==> config.mk <==
export PLATFORM = sky130hd
export DESIGN_NAME = chunked_carry_adder
export DESIGN_NICKNAME = d
export VERILOG_FILES = /design/src/rtl/chunked_carry_adder_pkg.sv /design/src/rtl/chunked_carry_adder_fa_chunk.sv /design/src/rtl/chunked_carry_adder.sv
export SDC_FILE = /design/constraint.sdc
export NUM_CORES = 1
export LEC_CHECK = 0
export CAP_MARGIN = 20
export CORE_ASPECT_RATIO = 1.75
export CORE_UTILIZATION = 44
export DETAILED_ROUTE_END_ITERATION = 7
export PLACE_DENSITY_LB_ADDON = 0.05
export SKIP_CTS_REPAIR_TIMING = 1
export SLEW_MARGIN = 0
export SYNTH_ARGS = -nofsm -noshare
export SYNTH_HDL_FRONTEND = slang
export SYNTH_SLANG_ARGS = --single-unit
==> constraint.sdc <==
create_clock -name clk -period 2.2 [get_ports clk]
set_clock_uncertainty 0.15 [all_clocks]
set_input_delay 0.22 -clock clk [delete_from_list [all_inputs] [get_ports clk]]
set_output_delay 0.22 -clock clk [all_outputs]
set_load 0.01 [all_outputs]
==> src/rtl/chunked_carry_adder_pkg.sv <==
// chunked_carry_adder_pkg: FSM state encoding and clog2 helper for the chunked adder
package chunked_carry_adder_pkg;
    typedef enum logic [1:0] {IDLE = 2'd0, RUN = 2'd1, DONE = 2'd2} state_t;
    function automatic int clog2(input int v);
        int r;
        r = 0;
        while ((1 << r) < v) r++;
        return r;
    endfunction
endpackage

==> src/rtl/chunked_carry_adder_fa_chunk.sv <==
// fa_chunk: combinational ripple of CHUNK full adders, also exposing the carry into the top bit
module fa_chunk #(
    parameter int CHUNK = 4
) (
    input  logic [CHUNK-1:0] x,
    input  logic [CHUNK-1:0] y,
    input  logic             ci,
    output logic [CHUNK-1:0] s,
    output logic             co,
    output logic             c_top
);
    logic [CHUNK:0] c;
    always_comb begin
        c[0] = ci;
        s = '0;
        for (int i = 0; i < CHUNK; i++) begin
            s[i] = x[i] ^ y[i] ^ c[i];
            c[i+1] = (x[i] & y[i]) | (c[i] & (x[i] ^ y[i]));
        end
    end
    assign co = c[CHUNK];
    assign c_top = c[CHUNK-1];
endmodule

==> src/rtl/chunked_carry_adder.sv <==
// chunked_carry_adder: multi-cycle adder reusing one CHUNK-bit ripple slice through a registered carry
module chunked_carry_adder
    import chunked_carry_adder_pkg::*;
#(
    parameter int WIDTH = 16,
    parameter int CHUNK = 4
) (
    input  logic             clk,
    input  logic             rst,
    input  logic             in_valid,
    output logic             in_ready,
    input  logic [WIDTH-1:0] a,
    input  logic [WIDTH-1:0] b,
    input  logic             cin,
    output logic             out_valid,
    input  logic             out_ready,
    output logic [WIDTH-1:0] sum,
    output logic             cout,
    output logic             ovf
);
    localparam int NCH = WIDTH / CHUNK;
    localparam int CW = clog2(NCH) < 1 ? 1 : clog2(NCH);
    if (CHUNK < 1 || CHUNK > WIDTH || WIDTH % CHUNK != 0) begin : g_bad_chunk
        $error("chunked_carry_adder: WIDTH must be a positive multiple of CHUNK");
    end
    state_t           state;
    logic [WIDTH-1:0] a_sh;
    logic [WIDTH-1:0] b_sh;
    logic             carry_q;
    logic [CW-1:0]    cnt;
    logic [CHUNK-1:0] s;
    logic             co;
    logic             c_top;
    fa_chunk #(.CHUNK(CHUNK)) u_fa (
        .x    (a_sh[CHUNK-1:0]),
        .y    (b_sh[CHUNK-1:0]),
        .ci   (carry_q),
        .s    (s),
        .co   (co),
        .c_top(c_top)
    );
    assign in_ready = state == IDLE;
    assign out_valid = state == DONE;
    // Chunk sums enter at the MSB end so the LSB chunk lands at bit 0 after NCH shifts.
    always_ff @(posedge clk) begin
        if (rst) begin
            state <= IDLE;
            sum <= '0;
            cout <= 1'b0;
            ovf <= 1'b0;
            cnt <= '0;
            a_sh <= '0;
            b_sh <= '0;
            carry_q <= 1'b0;
        end else begin
            case (state)
                IDLE: if (in_valid) begin
                    a_sh <= a;
                    b_sh <= b;
                    carry_q <= cin;
                    cnt <= '0;
                    state <= RUN;
                end
                RUN: begin
                    sum <= WIDTH'({s, sum} >> CHUNK);
                    a_sh <= a_sh >> CHUNK;
                    b_sh <= b_sh >> CHUNK;
                    carry_q <= co;
                    cnt <= cnt + 1'b1;
                    if (cnt == CW'(NCH - 1)) begin
                        cout <= co;
                        ovf <= c_top ^ co;
                        state <= DONE;
                    end
                end
                DONE: if (out_ready) state <= IDLE;
                default: state <= IDLE;
            endcase
        end
    end
endmodule

[After elaboration in Yosys (flattened, before gate mapping)]
Index checks and enable logic that the tools add are counted.
Cells by class
  add/sub/neg operators: 1
  multiply operators: 0
  divide/modulo/power cells: 0
  order comparisons: 0
  eq/ne operators: 6
  shifts and indexed selects: 0
  muxes and demuxes: 12
  bitwise gates (word level): 21
  reduce and logical (&&, ||, !) cells: 5
Operators by type and width (number)
  $pmux 16 s2: 2
  $mux 16: 2
  $xor 1x1->1: 9
  $and 1x1->1: 8
  $mux 2: 4
  $pmux 2 s3: 1
  $eq 2x2->1 const B: 2
  $ne 2x2->1 const B: 2
  $or 1x1->1: 4
  $pmux 2 s2: 1
  $reduce_and 2->1: 2
  $reduce_and 3->1: 1
  $add 2x1->2 const B: 1
  $eq 2x1->1 const B: 1
  $logic_not 2->1: 1
  $ne 2x1->1 const B: 1
  $pmux 1 s2: 1
  $reduce_bool 2->1: 1
  $mux 1: 1
Word-level totals
  register bits: 55
  latch bits: 0
  RAM bits: 0
  memory bits (read-only): 0
  input bits: 37
  word-level logic and storage cells: 53
  memories: 0

[Depth between registers and ports, before layout]
Gate-level depths: netlist (run 1).
  depth in word-level cells: 10
  mapped depth: 10
  depth with buffers taken out: 10

[Modules after synthesis]
From an unflattened synthesis (run 1), not the netlist that was laid out.
Second synthesis, totals
  cells, all modules: 257
  area total of the unflattened synthesis: 2316.0 µm²
Modules (own cells, without submodules)
  chunked_carry_adder: instances 1, cells an instance 245, area each 2205.9 µm²
  fa_chunk: instances 1, cells an instance 12, area each 110.1 µm²

[Worst setup path before layout (run 1)]
OpenSTA, ideal clock, no wires.
  path type: register to register
  from: register a_sh[0]
  to: register sum[15]
  arrival: 1.993 ns
  data required time: 1.964 ns
  slack: -0.029 ns
  stages on the path, launching flop included: 9
  clock period less this slack: 2.229 ns
  cells stage by stage: dfxtp_1 -> fa_1 -> inv_1 -> fa_1 -> inv_1 -> fa_1 -> inv_1 -> fa_1 -> a211oi_1
On the way
  cells in the longest elaborated chain, start to end: 8
  elaborated cells between the ends (all ways): 9
  those cells by class: 9 x bitwise
RTL lines
  start, declared: RTL line chunked_carry_adder.sv:27  | logic [WIDTH-1:0] a_sh;
  start signal, assigned: RTL line chunked_carry_adder.sv:66  | a_sh <= a_sh >> CHUNK;
  $xor 1x1->1: RTL line chunked_carry_adder_fa_chunk.sv:18  | c[i+1] = (x[i] & y[i]) | (c[i] & (x[i] ^ y[i]));
  $and 1x1->1: RTL line chunked_carry_adder_fa_chunk.sv:18
  $or 1x1->1 *: RTL line chunked_carry_adder_fa_chunk.sv:18
  $and 1x1->1 *: RTL line chunked_carry_adder_fa_chunk.sv:18
  $or 1x1->1 *: RTL line chunked_carry_adder_fa_chunk.sv:18
  $and 1x1->1 *: RTL line chunked_carry_adder_fa_chunk.sv:18
  $or 1x1->1 *: RTL line chunked_carry_adder_fa_chunk.sv:18
  $xor 1x1->1 *: RTL line chunked_carry_adder_fa_chunk.sv:17  | s[i] = x[i] ^ y[i] ^ c[i];
  end signal, assigned: RTL line chunked_carry_adder.sv:65  | sum <= WIDTH'({s, sum} >> CHUNK);
  end, declared: RTL line chunked_carry_adder.sv:17  | output logic [WIDTH-1:0] sum,
Every way passes the cells marked *; elsewhere a longest branch is shown, timed or not.
A chain may end at the register's enable or synchronous reset.

[Worst setup path in the final report (run 1)]
Ends and elaborated chain as after synthesis.

==> results of run 1 <==
worst max-delay path, delay by kind of cell (launching register included):
family | cells | cell delay, ps
buffers and inverters | 3 | 160
AOI/OAI and AO/OA | 1 | 170
adders and majority gates | 4 | 1320
DFF | 1 | 340
where the power goes:
part | internal [mW] | switching, mW
combinational | 0.196 | 0.159
clock | 0.223 | 0.323
sequential | 1.06 | 0.0405
total | 1.48 | 0.523
worst max-delay path by stage:
| stage | end | cells after the start | startpoint |
|---|---|---|---|
| floorplan | ovf | 10 | a_sh[0] |
| global placement | ovf | 10 | a_sh[0] |
| detailed placement | cout | 9 | a_sh[0] |
| CTS | cout | 9 | a_sh[0] |
| global route | ovf | 10 | a_sh[0] |
| finish | sum[15] | 8 | a_sh[0] |
metrics by stage:
stage	util	setup TNS [ps]	instance area [um^2]
2_1_floorplan	-	0	2390
3_3_place_gp	0.564	-147	2960
3_5_place_dp	0.564	-277	2960
4_1_cts	0.580	-390	3050
5_1_grt	0.587	-281	3080
6_report	0.587	-19.0	3080
registers in the layout, indices dropped and copies added, names as in the netlist:
| name | cells |
|---|---|
| a_sh | 16 |
| b_sh | 16 |
| sum | 16 |
| cnt | 2 |
| state | 2 |
| carry_q | 1 |
| cout | 1 |
| ovf | 1 |
cells by family after synthesis:
family	count (synthesis)	share of synthesized area
adders and majority gates	5	0.0388
muxes	2	0.00840
xor gates and xnor gates	1	0.00368
and+or+nand+nor	54	0.120
AOI/OAI and AO/OA	82	0.259
buffers and inverters	50	0.109
DFF	55	0.462
layer usage:
metal,up-vias,GRT usage,wire (um),part of all wire
li1,965,-,-,-
met1,880,0.220,2130,0.44
met2,40,0.317,2520,0.52
met3,7,0.0273,140,0.029
met4,0,0.0657,70,0.014
met5,-,0,0,0
cell usage in the layout, fill, tap and decap left out, types with 2 or more instances in the layout:
cell type        Yosys  routed
a21oi_1             41      41
a21oi_2              3       3
a22oi_1              7       7
buf_4                0       9
clkbuf_8             0       5
clkdlybuf4s50_1      0      55
dfxtp_1             55      52
dfxtp_2              0       3
fa_2                 0       4
inv_1               32      29
inv_2                0       3
mux2i_1              2       2
nand2_1             29      29
nand3b_1             3       3
nor2_1              10      10
nor2_4               3       3
o21ai_0              2       2
o221a_2             24      24
cell type report:
type | instances | area (um^2) | share of cell area
inverters | 32 | 120 | 0.0389
repair buffers | 67 | 654 | 0.212
clock buffers | 6 | 72.6 | 0.0235
well taps | 55 | 68.8 | 0.0223
multi-input cells | 144 | 1050 | 0.341
clock inverters | 2 | 12.5 | 0.00406
flip-flops and latches | 55 | 1100 | 0.358
==> impl_table.tex, run 1 <==
\begin{tabular}{lr}
\hline
Metric & Value \\
\hline
\multicolumn{2}{l}{\textbf{Setup path}} \\
\quad Worst path slowest cell & fa\_2 \\
\quad Endpoint arrival time on the critical path & 2300 ps \\
\quad Max incr delay on CP & 420 ps \\
\quad Depth of the most critical reg-to-reg path & 8 \\
\quad Maximum fanout encountered on the critical timing path & 2 \\
\quad Data required time of the critical path & 2280 ps \\
\quad Critical path's most frequent cell & fa\_2 \\
\quad Kind of start point of the critical path & flop \\
\quad Worst setup EP type & flop \\
\quad End of the worst register-to-register path & sum[15] \\
\quad Cells along the critical path & fa\_2 -> inv\_2 -> fa\_2 -> inv\_2 -> fa\_2 -> inv\_2 -> fa\_2 -> a211oi\_2 \\
\quad Reg-to-reg setup timing slack & -10 ps \\
\quad Source of the worst register-to-register timing path & a\_sh[0] \\
\quad Class of the most critical setup path & reg -> reg \\
\multicolumn{2}{l}{\textbf{CTS}} \\
\quad Clock tree buffer depth & 2 \\
\quad TritonCTS clock tree & yes \\
\quad Worst-Skew Late Latency & 300 ps \\
\quad CTS buffer count & 5 \\
\quad \# clock sinks & 55 \\
\quad \# H-tree levels & 2 \\
\quad Root Driver & clkbuf\_8 \\
\quad Clock transition at the register clock pins on the worst setup and hold paths after CTS & 100 ps \\
\multicolumn{2}{l}{\textbf{Synth}} \\
\quad Cell area after synthesis & 2380 um\^{}2 \\
\quad Gate count after technology mapping & 249 \\
\quad Synthesized Nets & 291 \\
\quad Most frequent cells after synthesis & dfxtp\_1, a21oi\_1, inv\_1, nand2\_1, o221a\_2 \\
\quad Synth Register Bits & 55 \\
\quad Top post-synthesis cells by area & dfxtp\_1, o221a\_2, a21oi\_1 \\
\quad Total number of yosys warnings & 0 \\
\quad Most frequent cell after synthesis & dfxtp\_1 \\
\quad Number of synthesized flops with an enable pin & 0 \\
\quad Primary flip-flop cell chosen by synthesis mapping & dfxtp\_1 \\
\quad Largest area contributor in the synthesized netlist & dfxtp\_1 \\
\quad Synth top area share & 0.462 \\
\quad Portion of the post-synthesis area used by sequential elements & 0.462 \\
\quad Mean post-synth cell area & 9.57 um\^{}2 \\
\quad Cell variety after synth & 32 \\
\quad Async set-reset flop share out of synthesis & 0 \\
\multicolumn{2}{l}{\textbf{Finish}} \\
\quad Post-route non-filler standard cell count & 361 \\
\quad Antenna diodes & 0 \\
\quad FILL cells & 491 \\
\quad Share of layout cells above drive strength 1 & 0.219 \\
\quad Final net count & 347 \\
\quad Area growth syn-to-layout & 29.4\% \\
\multicolumn{2}{l}{\textbf{Hold path}} \\
\quad Worst hold path stage count & 2 \\
\quad Worst hold endpoint & cnt[0] \\
\quad Startpoint of the tightest hold check path & rst \\
\quad HP Class & in -> reg \\
\multicolumn{2}{l}{\textbf{Drt}} \\
\quad Aggregate routed wire length & 4860 um \\
\quad DR iter-0 viols & 85 \\
\quad Routed wire per std cell & 13.5 um \\
\quad DRC & 4 \\
\quad First-pass iteration count of the detailed router & 6 \\
\quad DR vias/cell & 5.24 \\
\quad Via Count & 1892 \\
\quad Post-detailed-route count of antenna-violating nets & 0 \\
\multicolumn{2}{l}{\textbf{Outcome}} \\
\quad Outcome & finished with violations \\
\quad Violations in the final reports & design-rule violations, negative setup slack \\
\multicolumn{2}{l}{\textbf{Die}} \\
\quad Standard-cell row count & 35 \\
\quad Die footprint & 5730 um\^{}2 \\
\quad I/O pin cnt & 57 \\
\quad Die Span X & 57.6 um \\
\quad Core Area & 5260 um\^{}2 \\
\quad Y dimension of the die & 99.4 um \\
\quad Initial standard-cell utilization of the core & 0.454 \\
\multicolumn{2}{l}{\textbf{Timing}} \\
\quad Total of endpoints with negative setup slack in the final report & 2 \\
\quad Worst-case headroom to the max-slew limit & 0.607 \\
\quad Share of the clock period used by the worst path & 1.01 \\
\quad RSZ-0062 raised after global routing & yes \\
\quad Time the worst path needs with I/O delays and setup & 2210 ps \\
\quad Maximum clock rate & 452 MHz \\
\quad Slew at the pin closest to its max-slew limit & 588 ps \\
\quad Number of hold violations in the final report & 0 \\
\quad Hold Worst Slack & 202 ps \\
\quad Post-route worst setup slack & -13.2 ps \\
\quad Final Slew Violations & 0 \\
\multicolumn{2}{l}{\textbf{Global routing}} \\
\quad Global-route wire length before repair & 8070 um \\
\quad Global routing usage summed across all routing layers & 0.181 \\
\quad Vias in the first global route & 1748 \\
\quad Antenna violations before repair & 0 \\
\quad Maximum number of pins on one net before global-route repair & 32 \\
\quad Remaining global-route overflow & 0 \\
\multicolumn{2}{l}{\textbf{Job}} \\
\quad Number of maximum-capacitance violations & 0 \\
\multicolumn{2}{l}{\textbf{Placed design}} \\
\quad Number of port buffers & 56 \\
\quad Placed cells & 352 \\
\quad Routability congestion estimate from global placement & 0.722 \\
\quad HPWL after DPL & 3370 um \\
\quad Post-place setup slack & -83.6 ps \\
\multicolumn{2}{l}{\textbf{Power and ir drop}} \\
\quad Total power density per cell area & 649 nW/um\^{}2 \\
\quad Max rail drop VDD & 0.421 mV \\
\quad Leak Pwr & 1.14 nW \\
\quad Total power & 2.00 mW \\
\hline
\end{tabular}
Power figures use the tool's default switching activity.
==> inputs of run 2 (changes only) <==
Settings changed: CTS_CLUSTER_SIZE set to 20.
==> results of run 2 <==
Same layout as run 1: the final DEF is identical, and so are final timing and power.
